[src/rtl/video_timing_pkg.sv]
//------------------------------------------------------------------------------
// video_timing_pkg -- raster presets, FSM encoding and parameter check. Rev 1.0
//------------------------------------------------------------------------------
`default_nettype none

package video_timing_pkg;

  // CEA 1280x720p60 @ 74.25 MHz
  localparam int c_h_active_720 = 1280;
  localparam int c_h_fp_720     = 110;
  localparam int c_h_sync_720   = 40;
  localparam int c_h_bp_720     = 220;
  localparam int c_v_active_720 = 720;
  localparam int c_v_fp_720     = 5;
  localparam int c_v_sync_720   = 5;
  localparam int c_v_bp_720     = 20;
  localparam int c_h_total_720  = c_h_active_720 + c_h_fp_720 + c_h_sync_720 + c_h_bp_720;
  localparam int c_v_total_720  = c_v_active_720 + c_v_fp_720 + c_v_sync_720 + c_v_bp_720;

  // CEA 1920x1080p30 @ 74.25 MHz
  localparam int c_h_active_1080 = 1920;
  localparam int c_h_fp_1080     = 88;
  localparam int c_h_sync_1080   = 44;
  localparam int c_h_bp_1080     = 148;
  localparam int c_v_active_1080 = 1080;
  localparam int c_v_fp_1080     = 4;
  localparam int c_v_sync_1080   = 5;
  localparam int c_v_bp_1080     = 36;
  localparam int c_h_total_1080  = c_h_active_1080 + c_h_fp_1080 + c_h_sync_1080 + c_h_bp_1080;
  localparam int c_v_total_1080  = c_v_active_1080 + c_v_fp_1080 + c_v_sync_1080 + c_v_bp_1080;

  typedef enum logic [0:0] {
    ST_IDLE = 1'b0,
    ST_RUN  = 1'b1
  } gen_state_e;

  // Every interval of a raster axis must be at least one unit long.
  function automatic bit timing_params_legal(input int act, input int fp,
                                             input int sync, input int bp);
    return (act > 0) && (fp > 0) && (sync > 0) && (bp > 0);
  endfunction

endpackage

`default_nettype wire

[src/rtl/video_timing_if.sv]
//------------------------------------------------------------------------------
// video_timing_if -- run request in, raster timing and status out. Rev 1.0
//------------------------------------------------------------------------------
`default_nettype none

interface video_timing_if #(
  parameter int CNT_W = 12
);
  logic             gen_en;
  logic             fsync;
  logic             active_video;
  logic             hsync;
  logic             vsync;
  logic             running;
  logic [CNT_W-1:0] h_count;
  logic [CNT_W-1:0] v_count;
  logic [15:0]      frame_count;

  modport master (
    input  gen_en,
    output fsync, active_video, hsync, vsync, running,
    output h_count, v_count, frame_count
  );

  modport slave (
    output gen_en,
    input  fsync, active_video, hsync, vsync, running,
    input  h_count, v_count, frame_count
  );
endinterface

`default_nettype wire

[src/rtl/video_axis_counter.sv]
//------------------------------------------------------------------------------
// video_axis_counter -- modulo-MODULUS position counter with terminal count. Rev 1.0
//------------------------------------------------------------------------------
`default_nettype none

module video_axis_counter #(
  parameter int MODULUS = 1650,
  parameter int CNT_W   = 12
) (
  input  wire logic             video_clk,
  input  wire logic             resetn,
  input  wire logic             clr_i,
  input  wire logic             inc_en_i,
  output logic      [CNT_W-1:0] count_o,
  output logic                  tc_o
);

  localparam logic [CNT_W-1:0] c_last = CNT_W'(MODULUS - 1);

  logic [CNT_W-1:0] count_q;
  logic [CNT_W-1:0] count_d;

  assign tc_o    = (count_q == c_last);
  assign count_o = count_q;

  // Clear has priority so the parent can park the counter while idle.
  always_comb begin
    count_d = count_q;
    if (clr_i) begin
      count_d = '0;
    end else if (inc_en_i) begin
      count_d = tc_o ? '0 : count_q + 1'b1;
    end
  end

  always_ff @(posedge video_clk) begin
    if (!resetn) begin
      count_q <= '0;
    end else begin
      count_q <= count_d;
    end
  end

endmodule

`default_nettype wire

[src/rtl/video_timing_gen.sv]
//------------------------------------------------------------------------------
// video_timing_gen -- free-running raster timing generator (fsync/DE/hsync/vsync). Rev 1.0
//------------------------------------------------------------------------------
`default_nettype none

module video_timing_gen
  import video_timing_pkg::*;
#(
  parameter int H_ACTIVE  = c_h_active_720,
  parameter int H_FP      = c_h_fp_720,
  parameter int H_SYNC    = c_h_sync_720,
  parameter int H_BP      = c_h_bp_720,
  parameter int V_ACTIVE  = c_v_active_720,
  parameter int V_FP      = c_v_fp_720,
  parameter int V_SYNC    = c_v_sync_720,
  parameter int V_BP      = c_v_bp_720,
  parameter bit HSYNC_POL = 1'b1,
  parameter bit VSYNC_POL = 1'b1,
  parameter int CNT_W     = 12
) (
  input wire logic       video_clk,
  input wire logic       resetn,
  video_timing_if.master vif
);

  localparam int c_h_total = H_ACTIVE + H_FP + H_SYNC + H_BP;
  localparam int c_v_total = V_ACTIVE + V_FP + V_SYNC + V_BP;

  localparam logic [CNT_W-1:0] c_h_act      = CNT_W'(H_ACTIVE);
  localparam logic [CNT_W-1:0] c_hs_start   = CNT_W'(H_ACTIVE + H_FP);
  localparam logic [CNT_W-1:0] c_hs_end     = CNT_W'(H_ACTIVE + H_FP + H_SYNC);
  localparam logic [CNT_W-1:0] c_v_act      = CNT_W'(V_ACTIVE);
  localparam logic [CNT_W-1:0] c_vs_start   = CNT_W'(V_ACTIVE + V_FP);
  localparam logic [CNT_W-1:0] c_vs_end     = CNT_W'(V_ACTIVE + V_FP + V_SYNC);

  if (!timing_params_legal(H_ACTIVE, H_FP, H_SYNC, H_BP) ||
      !timing_params_legal(V_ACTIVE, V_FP, V_SYNC, V_BP)) begin : g_illegal_params
    $error("video_timing_gen: every H_* and V_* timing parameter must be non-zero");
  end

  if ((c_h_total > (1 << CNT_W)) || (c_v_total > (1 << CNT_W))) begin : g_cnt_w_too_small
    $error("video_timing_gen: CNT_W cannot hold H_TOTAL-1 / V_TOTAL-1");
  end

  gen_state_e       state_q, state_d;
  logic             stop_pending_q, stop_pending_d;
  logic [15:0]      frame_count_q, frame_count_d;

  logic             fsync_q, active_video_q, hsync_q, vsync_q, running_q;
  logic [CNT_W-1:0] h_count_q, v_count_q;

  logic             w_run;
  logic [CNT_W-1:0] w_h, w_v;
  logic             w_h_tc, w_v_tc;
  logic             w_frame_wrap;
  logic             w_act, w_hs, w_vs, w_fs;

  assign w_run        = (state_q == ST_RUN);
  assign w_frame_wrap = w_run && w_h_tc && w_v_tc;

  video_axis_counter #(
    .MODULUS (c_h_total),
    .CNT_W   (CNT_W)
  ) u_h_cnt (
    .video_clk (video_clk),
    .resetn    (resetn),
    .clr_i     (!w_run),
    .inc_en_i  (w_run),
    .count_o   (w_h),
    .tc_o      (w_h_tc)
  );

  video_axis_counter #(
    .MODULUS (c_v_total),
    .CNT_W   (CNT_W)
  ) u_v_cnt (
    .video_clk (video_clk),
    .resetn    (resetn),
    .clr_i     (!w_run),
    .inc_en_i  (w_run && w_h_tc),
    .count_o   (w_v),
    .tc_o      (w_v_tc)
  );

  // A stop request only takes effect at the frame wrap, so frames are never cut short.
  always_comb begin
    state_d        = state_q;
    stop_pending_d = 1'b0;
    frame_count_d  = frame_count_q;
    case (state_q)
      ST_IDLE: begin
        if (vif.gen_en) begin
          state_d = ST_RUN;
        end
      end
      ST_RUN: begin
        stop_pending_d = !vif.gen_en;
        if (w_frame_wrap) begin
          frame_count_d = frame_count_q + 16'd1;
          if (stop_pending_q) begin
            state_d = ST_IDLE;
          end
        end
      end
      default: state_d = ST_IDLE;
    endcase
  end

  always_ff @(posedge video_clk) begin
    if (!resetn) begin
      state_q        <= ST_IDLE;
      stop_pending_q <= 1'b0;
      frame_count_q  <= 16'd0;
    end else begin
      state_q        <= state_d;
      stop_pending_q <= stop_pending_d;
      frame_count_q  <= frame_count_d;
    end
  end

  always_comb begin
    w_act = (w_h < c_h_act) && (w_v < c_v_act);
    w_hs  = (w_h >= c_hs_start) && (w_h < c_hs_end);
    w_vs  = (w_v >= c_vs_start) && (w_v < c_vs_end);
    w_fs  = (w_h == '0) && (w_v == '0);
  end

  // All outputs share one register stage so position and timing stay aligned.
  always_ff @(posedge video_clk) begin
    if (!resetn) begin
      fsync_q        <= 1'b0;
      active_video_q <= 1'b0;
      hsync_q        <= ~HSYNC_POL;
      vsync_q        <= ~VSYNC_POL;
      running_q      <= 1'b0;
      h_count_q      <= '0;
      v_count_q      <= '0;
    end else begin
      fsync_q        <= w_run && w_fs;
      active_video_q <= w_run && w_act;
      hsync_q        <= (w_run && w_hs) ~^ HSYNC_POL;
      vsync_q        <= (w_run && w_vs) ~^ VSYNC_POL;
      running_q      <= w_run;
      h_count_q      <= w_h;
      v_count_q      <= w_v;
    end
  end

  assign vif.fsync        = fsync_q;
  assign vif.active_video = active_video_q;
  assign vif.hsync        = hsync_q;
  assign vif.vsync        = vsync_q;
  assign vif.running      = running_q;
  assign vif.h_count      = h_count_q;
  assign vif.v_count      = v_count_q;
  assign vif.frame_count  = frame_count_q;

endmodule

`default_nettype wire

[src/flat_wrapper.sv]
// flat-port wrapper written by rule: the top's interface ports become plain ports
module video_timing_gen_flat import video_timing_pkg::*;
#(
  parameter int H_ACTIVE  = c_h_active_720,
  parameter int H_FP      = c_h_fp_720,
  parameter int H_SYNC    = c_h_sync_720,
  parameter int H_BP      = c_h_bp_720,
  parameter int V_ACTIVE  = c_v_active_720,
  parameter int V_FP      = c_v_fp_720,
  parameter int V_SYNC    = c_v_sync_720,
  parameter int V_BP      = c_v_bp_720,
  parameter bit HSYNC_POL = 1'b1,
  parameter bit VSYNC_POL = 1'b1,
  parameter int CNT_W     = 12
)
  (video_clk, resetn, vif_gen_en, vif_fsync, vif_active_video, vif_hsync, vif_vsync, vif_running, vif_h_count, vif_v_count, vif_frame_count);
  video_timing_if #(.CNT_W(CNT_W)) vif_i ();
  input wire logic video_clk;
  input wire logic resetn;
  input wire logic [$bits(vif_i.gen_en)-1:0] vif_gen_en;
  output wire logic [$bits(vif_i.fsync)-1:0] vif_fsync;
  output wire logic [$bits(vif_i.active_video)-1:0] vif_active_video;
  output wire logic [$bits(vif_i.hsync)-1:0] vif_hsync;
  output wire logic [$bits(vif_i.vsync)-1:0] vif_vsync;
  output wire logic [$bits(vif_i.running)-1:0] vif_running;
  output wire logic [$bits(vif_i.h_count)-1:0] vif_h_count;
  output wire logic [$bits(vif_i.v_count)-1:0] vif_v_count;
  output wire logic [$bits(vif_i.frame_count)-1:0] vif_frame_count;
  assign vif_i.gen_en = vif_gen_en;
  assign vif_fsync = vif_i.fsync;
  assign vif_active_video = vif_i.active_video;
  assign vif_hsync = vif_i.hsync;
  assign vif_vsync = vif_i.vsync;
  assign vif_running = vif_i.running;
  assign vif_h_count = vif_i.h_count;
  assign vif_v_count = vif_i.v_count;
  assign vif_frame_count = vif_i.frame_count;
  video_timing_gen #(.H_ACTIVE(H_ACTIVE), .H_FP(H_FP), .H_SYNC(H_SYNC), .H_BP(H_BP), .V_ACTIVE(V_ACTIVE), .V_FP(V_FP), .V_SYNC(V_SYNC), .V_BP(V_BP), .HSYNC_POL(HSYNC_POL), .VSYNC_POL(VSYNC_POL), .CNT_W(CNT_W)) u_core (.video_clk(video_clk), .resetn(resetn), .vif(vif_i));
endmodule
[config.mk]
export PLATFORM = sky130hd
export DESIGN_NAME = video_timing_gen_flat
export DESIGN_NICKNAME = d
export VERILOG_FILES = /design/src/rtl/video_timing_pkg.sv /design/src/rtl/video_timing_if.sv /design/src/rtl/video_axis_counter.sv /design/src/rtl/video_timing_gen.sv /design/src/flat_wrapper.sv
export SDC_FILE = /design/constraint.sdc
export NUM_CORES = 1
export LEC_CHECK = 0
export ABC_AREA = 1
export CORE_MARGIN = 3
export CORE_UTILIZATION = 57
export CTS_CLUSTER_SIZE = 8
export DETAILED_ROUTE_END_ITERATION = 10
export DONT_BUFFER_PORTS = 1
export PLACE_DENSITY = 0.8
export SYNTH_ARGS = -nofsm -noshare
export SYNTH_HDL_FRONTEND = slang
export SYNTH_SLANG_ARGS = --single-unit
export TNS_END_PERCENT = 10
[constraint.sdc]
create_clock -name video_clk -period 1.7 [get_ports video_clk]
set_clock_uncertainty 0.2 [all_clocks]
set_input_delay 0.34 -clock video_clk [delete_from_list [all_inputs] [get_ports video_clk]]
set_output_delay 0.34 -clock video_clk [all_outputs]
set_load 0.02 [all_outputs]
# ---- After elaboration in Yosys (flattened, before gate mapping)
# Cells that the tools add are included.
dict set report classes {
  magnitude_cmp 6
  n_mux 5
  add_sub_neg 3
  div_mod_pow 0
  eq_ne 2
  shifts 0
  multipliers 0
  n_reduce_logical 16
  bitwise 2
}
# cell n
set op_table {}
lappend op_table {{12-bit by 1-bit adder with 12-bit output (second input constant)} 2}
lappend op_table {{12-bit zero test} 2}
lappend op_table {{12-bit by 10-bit less-than comparator with 1-bit output (second input constant)} 2}
lappend op_table {{12-bit by 11-bit less-than comparator with 1-bit output (second input constant)} 2}
lappend op_table {{16-bit by 1-bit adder with 16-bit output (second input constant)} 1}
lappend op_table {{12-bit by 10-bit == test with 1-bit output (second input constant)} 1}
lappend op_table {{12-bit by 11-bit == test with 1-bit output (second input constant)} 1}
lappend op_table {{12-bit by 10-bit greater-or-equal comparator with 1-bit output (second input constant)} 1}
lappend op_table {{12-bit by 11-bit greater-or-equal comparator with 1-bit output (second input constant)} 1}
lappend op_table {{12-bit two-way mux} 1}
lappend op_table {{1-bit logical AND} 10}
lappend op_table {{2-bit AND reduction} 2}
lappend op_table {{1-bit two-way mux} 3}
lappend op_table {{3-bit OR reduction} 1}
lappend op_table {{1-bit NOT} 2}
lappend op_table {{1-bit one-hot mux with 2 select lines} 1}
lappend op_table {{1-bit zero test} 1}
dict set report word_totals {
  regBits 71
  wordCells 46
  romBits 0
  ram_bits 0
  input_bits 3
  latch_bits 0
  output_inout_bits 45
  memories 0
}

# ---- Longest topological paths before layout
dict set report depth {
  depth_word 5
  mapped_depth 10
}

# ---- By module
# Synthesis repeated with hierarchy kept, for this count alone.
dict set report hier_totals {
  cells_unflattened 451
  area_unflattened_um2 3223.1
}
# module cells_per_inst n_inst area_each_um2
set modules_own_cells {}
lappend modules_own_cells {video_timing_gen 264 1 1884.3}
lappend modules_own_cells {{video_axis_counter at u_core.u_h_cnt} 92 1 673.1}
lappend modules_own_cells {{video_axis_counter at u_core.u_v_cnt} 95 1 665.6}

# ---- Least setup slack after synthesis
# Ideal clock, no wire load.
dict set report synth_timing {
  path_type {register to register}
  startpoint {register u_core.frame_count_q[0] (netlist: u_core.vif.frame_count[0])}
  endpoint {register u_core.frame_count_q[8] (netlist: u_core.vif.frame_count[8])}
  arrival_time_ns 1.418
  setup_slack_ns -0.049
  n_path_buf 0
  stages_incl_launch_ff 9
  synth_period_minus_slack_ns 1.749
  cell_sequence {dfxtp_1 ha_1 nand2_1 nor2_1 nand2_1 nand2_1 nand2_1 nand3_1 a21oi_2}
}
dict set report synth_between {
  elab_chain_len 1
}
# item line_no
set synth_rtl {}
lappend synth_rtl {{from (decl)} video_timing_gen.sv:47} ;# logic [15:0] frame_count_q, frame_count_d;
lappend synth_rtl {{from (signal assigned)} video_timing_gen.sv:117} ;# frame_count_q <= frame_count_d;
lappend synth_rtl {{16-bit by 1-bit adder with 16-bit output} video_timing_gen.sv:99} ;# frame_count_d = frame_count_q + 16'd1;
# Every way passes these cells.
# A chain may end at the register's enable or synchronous reset.

# ---- Final worst setup path
dict set report layout_timing {
  startpoint {register u_core.u_h_cnt.count_q[1] (netlist: u_core.u_h_cnt.count_o[1])}
  endpoint {register u_core.frame_count_q[2] (netlist: u_core.vif.frame_count[2])}
}
dict set report layout_between {
  elab_chain_len 4
}
# item line_no
set layout_rtl {}
lappend layout_rtl {{from (decl)} video_axis_counter.sv:20} ;# logic [CNT_W-1:0] count_q;
lappend layout_rtl {{from (signal assigned)} video_axis_counter.sv:40} ;# count_q <= count_d;
lappend layout_rtl {{12-bit by 11-bit == test with 1-bit output} video_axis_counter.sv:23} ;# assign tc_o = (count_q == c_last);
lappend layout_rtl {{1-bit logical AND (2 in series)} video_timing_gen.sv:59} ;# assign w_frame_wrap = w_run && w_h_tc && w_v_tc;
lappend layout_rtl {{2-bit AND reduction (no line)} n/a}
# Every way passes these cells.

==> results.tsv <==
metric	value	unit
sequential share of power	0.561	
CP delay by family, top	simple AND/OR/NAND/NOR gates	
CTS tree	built	
Final ANT Viol Nets	0	
fin crit share	1.04	
crit-path max cell delay	0.34	ns
# port buffers	0	
area of the core	0.00599	mm2
fin worst setup slack	-0.0704	ns
vias in the first global route	3479	
element type at the critical path end	register	
Syn Area/Cell	6.89	um2
register area share after synthesis	0.399	
CP Max Fanout	8	
clock sink count	71	
outcome	complete, but fails checks	
CP startpoint kind	register	
Worst EP required	1.73	ns
Leakage	1.88	nW
Pre-antenna DRT Iters	5	
Layout area overhead	26.1	%
max cap viols	0	
DR vias	3615	
Final Slew Violations	0	
total clock buffers created by CTS	9	
worst path arrival time	1.80	ns
initial antenna violation count	0	
worst path bufs/invs	2	
first-pass GRT wire length	15900	um
crit-path cells	inv_2 -> ha_2 -> nand2_2 -> inv_2 -> nand2_1 -> nor2_4 -> nand3_4 -> nand2_1 -> a21oi_1	
total power	3.01	mW
H-tree depth	3	
most common cell after layout, fill and taps aside	nand2_1	
RSZ-0062 raised after global routing	yes	
GP Congestion	0.912	
Slowest-stage cell, CP	dfxtp_2	
final hold vios	0	
num rows	28	
Post-DP HPWL	6140	um
CTS root buf	clkbuf_8	
P_int	2.33	mW
DR vias/cell	5.40	
Synth cell types	35	
Clk network pwr share	0.415	
Netlist Area Pre-Place	0.00356	mm2
drt total wl	9340	um
grt ovf	0	
layout cells sized above 1	0.224	
Hold Crit Class	input pin to register	
die area	0.00724	mm2
switching pwr	674	uW
largest net degree at the start of global routing	19	
Initial Utilization	0.595	
failing checks	setup timing	
Post-Syn Instances	517	
drt initial violations	309	
Tmin final	1.77	ns
Max Freq	565	MHz
Ports	48	
peak supply drop	683	uV
most frequent cells in the layout	151 x nand2_1, 62 x dfxtp_1, 61 x inv_1, 57 x buf_4, 53 x nor2_1	
Clock Latency Late Sink	0.35	ns
switching share of power	0.224	
flop and latch count out of synthesis	71	
Syn Nets	528	
CTS clk-pin slew, worst paths	0.07	ns
worst relative slew slack	0.654	
kind of critical path	register to register	
post-route setup TNS	-0.106	ns
DRC viols	0	
Worst-Margin Slew	0.518	ns
Die Wd	85.1	um
Clock Tree Buf Depth	2	
Logic pwr share	0.024	
Ys Warns	0	
Total GRT Usage	0.273	
n_diodes	0	
Setup violations, final	7	
Final nets	601	
Die H	85.1	um
detailed-route wire length per cell	14.0	um
power per cell area	669	mW/mm2
[per-stage QoR]
stage	std cells	util	cell area [um2]	setup slack (ns)	hold slack (ns)
global placement	628	0.660	3950	0.0602	0.214
floorplan	517	-	3570	0.0390	0.212
global route	669	0.750	4490	-0.150	0.0219
finish	669	0.750	4490	-0.0704	0.0357
detailed placement	628	0.660	3950	-0.0279	0.215
CTS	668	0.737	4420	0.000390	0.00323
[synth_stat cells (all sizes together)]
library cell,instances,share of area
a21oi,33,0.047
a31oi,1,0.0018
buf,13,0.026
clkbuf,4,0.0042
clkinv,1,0.0011
dfxtp,71,0.40
ha,8,0.028
inv,71,0.075
nand2,160,0.17
nand3,41,0.066
nand3b,2,0.0042
nand4,13,0.023
nor2,71,0.093
nor3,6,0.0098
nor3b,2,0.0042
nor4,1,0.0018
o211ai,1,0.0021
o21a,1,0.0021
o21ai,4,0.0056
o21bai,1,0.0021
o221a,1,0.0032
xnor2,1,0.0025
xor2,10,0.025
[registers in the layout, indices dropped and copies added, names as in the netlist, 12 cells and up]
name,count
u_core.u_v_cnt.count_o,12
u_core.u_h_cnt.count_o,12
u_core.vif.h_count,12
u_core.vif.v_count,12
u_core.vif.frame_count,16
[worst register-to-register path, stage by stage (launching register included)]
cell and delay, ns:
dfxtp_2 0.34, inv_2 0.06, ha_2 0.19, nand2_2 0.08, inv_2 0.09, nand2_1 0.11
nor2_4 0.19, nand3_4 0.17, nand2_1 0.12, a21oi_1 0.09
[cells by family after synthesis]
kind of cell | synth area share
AND/OR/NAND/NOR | 0.376
buffers and inverters | 0.106
flip-flops | 0.399
AO/OA/AOI/OAI | 0.0643
XOR/XNOR | 0.0270
adder cells (fa/ha/maj) | 0.0281
[timing repair]
action	in CTS	in global routing
endpoints found under the hold margin	26	0
pin swaps	7	9
cloned	3	0
gates resized for setup	16	21
endpoints found under the setup margin	21	31
hold buffers	18	0
buffers inserted	4	1
[layer usage]
layer / vias up / share of wire / track usage
met5: - / 0 / 0
met4: 0 / 0.029 / 0.135
met3: 28 / 0.084 / 0.0738
met2: 169 / 0.49 / 0.450
met1: 1660 / 0.40 / 0.326
li1: 1758 / - / -
[power groups by stage]
| stage | clock network (mW) | logic [mW] | registers [mW] |
|---|---|---|---|
| 2_1_floorplan | 0 | 0.0453 | 1.72 |
| 3_3_place_gp | 0 | 0.0532 | 1.72 |
| 3_5_place_dp | 0 | 0.0553 | 1.72 |
| 4_1_cts | 1.29 | 0.0693 | 1.69 |
| 5_1_grt | 1.34 | 0.0786 | 1.69 |
| 6_report | 1.25 | 0.0717 | 1.69 |
[final timing paths]
check / startpoint / end / slack, ns / cells past startpoint
worst max-delay path: u_core.u_h_cnt.count_o[1] / u_core.vif.frame_count[2] / -0.07 / 9
worst min-delay path: resetn / u_core.vif.running / 0.04 / 2
worst max register to register: u_core.u_h_cnt.count_o[1] / u_core.vif.frame_count[2] / -0.07 / 9
worst min register to register: u_core.vif.frame_count[0] / u_core.vif.frame_count[0] / 0.30 / 2
[cell type report]
| type | count | area (um2) |
|---|---|---|
| tap | 75 | 93.8 |
| multi-input combinational | 360 | 1890 |
| clock inverter | 3 | 17.5 |
| timing repair buffer | 76 | 622 |
| fill | 458 | 1500 |
| clock buffer | 12 | 165 |
| inverter | 72 | 270 |
| sequential | 71 | 1430 |
(Power assumes the default switching activity.)
==> RTL edit 1, RTL diff (config.mk and constraints unchanged) <==
One comparison of `count_q` changes from == to >=.
--- a/src/rtl/video_axis_counter.sv
+++ b/src/rtl/video_axis_counter.sv
@@ -21,5 +21,5 @@
   logic [CNT_W-1:0] count_d;
 
-  assign tc_o    = (count_q == c_last);
+  assign tc_o    = (count_q >= c_last);
   assign count_o = count_q;
 
Function: same outputs for any inputs over 10 cycles, from zero or initial values and one cycle with resetn low; that may be too few to reach the edited logic, so the function may still have changed.
==> RTL edit 1 against the unedited design <==
- the run still ends with setup timing left
- cell area decreased by 2.5%
- power up 5.5%
- routed wire length increased by 1.2%
- worst setup slack better by 0.0088 ns
- sequential cell count stayed put
- synthesized area fell by 4.5%
- clock power grew 9%
- die area fell by 4.2%
- core utilization rose by 2.7 points
- non-clock buffer count down 5
- count of clock-buffer cells in the layout down 3
- combinational power rose by 76%
- critical path type unchanged
==> RTL edit 1: results (changes against the unedited design) <==
<table>
<tr><th>Metric</th><th>Value</th></tr>
<tr><th colspan="2">Critical path</th></tr>
<tr><td>Cell type group with the largest total delay on the critical path</td><td>compound AO/OA/AOI/OAI gates (was simple AND/OR/NAND/NOR gates)</td></tr>
<tr><td>Largest fanout of any net on the critical path</td><td>5 (was 8)</td></tr>
<tr><td>Highest-delay cell along the critical path</td><td>sky130_fd_sc_hd__dfxtp_4 (was sky130_fd_sc_hd__dfxtp_2)</td></tr>
<tr><th colspan="2">Die</th></tr>
<tr><td>Inserted tap cell count</td><td>72 (was 75)</td></tr>
<tr><th colspan="2">Route</th></tr>
<tr><td>Routed via count</td><td>3509 (was 3615)</td></tr>
<tr><td>DRT Pass-1 Iters</td><td>6 (was 5)</td></tr>
<tr><th colspan="2">Timing</th></tr>
<tr><td># setup viols final</td><td>15 (was 7)</td></tr>
<tr><td>Least setup slack across all paths after layout</td><td>-0.0616 ns (was -0.0704 ns)</td></tr>
<tr><td>Total negative setup slack</td><td>-0.379 ns (was -0.106 ns)</td></tr>
<tr><th colspan="2">Finish</th></tr>
<tr><td>Fin util</td><td>77.7% (was 75.0%)</td></tr>
<tr><td>Number of fill cells</td><td>369 (was 458)</td></tr>
<tr><td>Clock distribution area overhead in the final layout</td><td>4.48% (was 4.07%)</td></tr>
<tr><td>Number of buffers outside the clock class in the layout</td><td>71 (was 76)</td></tr>
<tr><td>Multi-input logic cell count</td><td>321 (was 360)</td></tr>
<tr><td>FF+latch area</td><td>1440 sq um (was 1430 sq um)</td></tr>
<tr><td>Fraction of layout cells with a size suffix above 1</td><td>23.4% (was 22.4%)</td></tr>
<tr><th colspan="2">Status</th></tr>
<tr><td>Failing checks</td><td>setup timing (unchanged)</td></tr>
<tr><td>Run status</td><td>finished with violations (unchanged)</td></tr>
<tr><th colspan="2">Placement</th></tr>
<tr><td>Placed cells</td><td>576 (was 628)</td></tr>
<tr><td>Placed wire-length estimate after detailed placement</td><td>5540 um (was 6140 um)</td></tr>
<tr><td>Final estimated routing congestion in global placement</td><td>0.915 (was 0.912)</td></tr>
<tr><th colspan="2">Logic synthesis</th></tr>
<tr><td>Compound-cell area share of the yosys netlist</td><td>7.13% (was 6.43%)</td></tr>
<tr><th colspan="2">Power</th></tr>
<tr><td>P_comb</td><td>0.126 mW (was 0.0717 mW)</td></tr>
<tr><td>Internal cell power</td><td>2.39 mW (was 2.33 mW)</td></tr>
<tr><td>P_leak</td><td>1.84 nW (was 1.88 nW)</td></tr>
</table>
## RTL edit 1: cell count changes in the layout (fill, tap and decap cells not counted), sizes merged, moves of 3 or more
| cell | change |
|---|---|
| nand2 | -22 |
| buf | -9 |
| nand3 | -5 |
| nand4 | +6 |
| nor2 | -20 |
| dlygate4sd3 | +3 |
| inv | -3 |
## RTL edit 1: path summary, 6_finish.rpt
| check | start | end | slack (ns) | depth (start not counted) |
|---|---|---|---|---|
| min reg2reg | u_core.stop_pending_q$_SDFF_PN0_ | u_core.state_q$_SDFF_PN0_ | 0.24 | 1 |
| max reg2reg | u_core.u_h_cnt.count_o[1]$_SDFF_PP0_ | u_core.u_v_cnt.count_o[9]$_SDFFE_PN0P_ | -0.06 | 9 |
| max | u_core.u_h_cnt.count_o[1]$_SDFF_PP0_ | u_core.u_v_cnt.count_o[9]$_SDFFE_PN0P_ | -0.06 | 9 |
| min | vif_gen_en | u_core.state_q$_SDFF_PN0_ | 0.02 | 2 |
## RTL edit 1: kinds of logic (layout without fill, tap and decap cells)
kind of cell / after synthesis / in the layout
compound gates: 43 / 43
flops: 71 / 71
xor+xnor: 13 / 13
buf+inv: 90 / 154
fa+ha+maj: 7 / 7
other cells: 1 / 1
simple gates: 255 / 257
## RTL edit 1: metal layers
| layer | routed length, um | up-vias |
|---|---|---|
| li1 | - | 1633 |
| met1 | 3780 | 1614 |
| met4 | 318 | 0 |
| met3 | 794 | 45 |
| met2 | 4560 | 217 |
| met5 | 0 | - |
## RTL edit 1: timing repair
item / CTS / global route
cloned: 2 / 2
hold endpoints to repair: 26 / 0
pin swaps: 5 / 8
setup buffers: 1 / 0
setup endpoints to repair: 27 / 33
hold buffers: 21 / 0
resized for setup: 8 / 51
==> RTL edit 2, RTL diff (same flow settings) <==
Without the edit above. `HSYNC_POL` is set to 1'b1 in 2 places; all go to 1'b0.
--- a/src/rtl/video_timing_gen.sv
+++ b/src/rtl/video_timing_gen.sv
@@ -15,5 +15,5 @@
   parameter int V_SYNC    = c_v_sync_720,
   parameter int V_BP      = c_v_bp_720,
-  parameter bit HSYNC_POL = 1'b1,
+  parameter bit HSYNC_POL = 1'b0,
   parameter bit VSYNC_POL = 1'b1,
   parameter int CNT_W     = 12
--- a/src/flat_wrapper.sv
+++ b/src/flat_wrapper.sv
@@ -10,5 +10,5 @@
   parameter int V_SYNC    = c_v_sync_720,
   parameter int V_BP      = c_v_bp_720,
-  parameter bit HSYNC_POL = 1'b1,
+  parameter bit HSYNC_POL = 1'b0,
   parameter bit VSYNC_POL = 1'b1,
   parameter int CNT_W     = 12
Behaviour: not the same (Yosys sat finds a counterexample within 4 cycles, from zero or initial values and one cycle with resetn low).
==> RTL edit 2 against the unedited design <==
- worst setup slack better by 0.083 ns
- power grew 13%
- sequential cell count unchanged
- first-iteration DRC count decreased by 11%
- critical path type unchanged
- largest cell class unchanged
- synthesized area rose by 0.91%
- synthesized cell count shrank 1.5%
- routed wire length increased by 1.4%
- via count down 1.4%
- cell area up 1.2%
==> RTL edit 2: results (changes against the unedited design) <==
<table>
<tr><th>Metric</th><th>Value</th></tr>
<tr><th colspan="2">Status</th></tr>
<tr><td>Run status</td><td>finished, final reports clean (was finished with violations)</td></tr>
<tr><th colspan="2">Logic synthesis</th></tr>
<tr><td>Net count of the mapped netlist</td><td>520 (was 528)</td></tr>
<tr><td>Xor/xnor cell area share of the yosys netlist</td><td>2.92% (was 2.70%)</td></tr>
<tr><td>Count of mapped cells out of synthesis</td><td>509 (was 517)</td></tr>
<tr><td>Sequential-to-total area share from yosys stat</td><td>39.5% (was 39.9%)</td></tr>
<tr><td>Library cells used by synthesis</td><td>36 (was 35)</td></tr>
<tr><td>Area contributors post-synth</td><td>sky130_fd_sc_hd__dfxtp_1, sky130_fd_sc_hd__nand2_1, sky130_fd_sc_hd__inv_1, sky130_fd_sc_hd__nor2_1, sky130_fd_sc_hd__nand3_1 (unchanged)</td></tr>
<tr><td>Compound-cell area share of the yosys netlist</td><td>6.30% (was 6.43%)</td></tr>
<tr><td>List of most frequent post-synthesis cells</td><td>sky130_fd_sc_hd__nand2_1, sky130_fd_sc_hd__dfxtp_1, sky130_fd_sc_hd__inv_1 (unchanged)</td></tr>
<tr><td>Fraction of the mapped netlist area in adder cells</td><td>2.78% (was 2.81%)</td></tr>
<tr><th colspan="2">Clocking</th></tr>
<tr><td>Hold-fix buffers, CTS</td><td>15 (was 18)</td></tr>
<tr><th colspan="2">Power</th></tr>
<tr><td>Peak supply drop</td><td>0.000666 V (was 0.000683 V)</td></tr>
<tr><td>Net switching power</td><td>0.704 mW (was 0.674 mW)</td></tr>
<tr><td>P_leak</td><td>1.92 nW (was 1.88 nW)</td></tr>
<tr><th colspan="2">Route</th></tr>
<tr><td>Final Routed Wirelength</td><td>9470 um (was 9340 um)</td></tr>
<tr><td>Via-per-instance ratio</td><td>5.41 (was 5.40)</td></tr>
<tr><td>Detailed-route wire length per cell</td><td>14.4 um (was 14.0 um)</td></tr>
<tr><td>Initial drt markers</td><td>276 (was 309)</td></tr>
<tr><th colspan="2">Global routing</th></tr>
<tr><td>Total global routing track utilization</td><td>26.0% (was 27.3%)</td></tr>
<tr><th colspan="2">Critical path</th></tr>
<tr><td>Arrival time at the worst endpoint</td><td>1.75 ns (was 1.80 ns)</td></tr>
<tr><td>Setup slack, reg-to-reg</td><td>0.01 ns (was -0.07 ns)</td></tr>
<tr><td>Worst setup path endpoint</td><td>u_core.vif.frame_count[7]$_SDFFE_PN0P_ (was u_core.vif.frame_count[2]$_SDFFE_PN0P_)</td></tr>
<tr><th colspan="2">Finish</th></tr>
<tr><td>Fraction of layout cells with a size suffix above 1</td><td>22.9% (was 22.4%)</td></tr>
<tr><th colspan="2">Placement</th></tr>
<tr><td>Final estimated routing congestion in global placement</td><td>0.906 (was 0.912)</td></tr>
<tr><td>Placed wire-length estimate after detailed placement</td><td>5970 um (was 6140 um)</td></tr>
</table>
## RTL edit 2: changes by cell type after synthesis, sizes merged, moves of 3 or more
cell and delta:
nand2 -9, nand3 +4, nor4 +3, a21oi -3
## RTL edit 2: cell type report
type,instances,area (sq um)
Tap cell,75,93.8
Timing Repair Buffer,73,616
Sequential cell,71,1430
Clock inverter,6,108
Clock buffer,10,138
Fill cell,442,1480
Inverter,70,263
Multi-Input combinational cell,354,1900
## RTL edit 2: power groups by stage
stage / registers, mW / clock network [mW] / logic [mW]
6_report: 1.68 / 1.65 / 0.0802
5_1_grt: 1.68 / 1.73 / 0.0871
4_1_cts: 1.68 / 1.67 / 0.0769
3_5_place_dp: 1.72 / 0 / 0.0634
3_3_place_gp: 1.72 / 0 / 0.0611
2_1_floorplan: 1.72 / 0 / 0.0498
## RTL edit 2: metal layers
layer  part of all wire, %  track usage, %
met1                    41            30.4
met3                   7.3            6.60
met2                    48            43.2
met4                   3.4            14.8
met5                     0               0
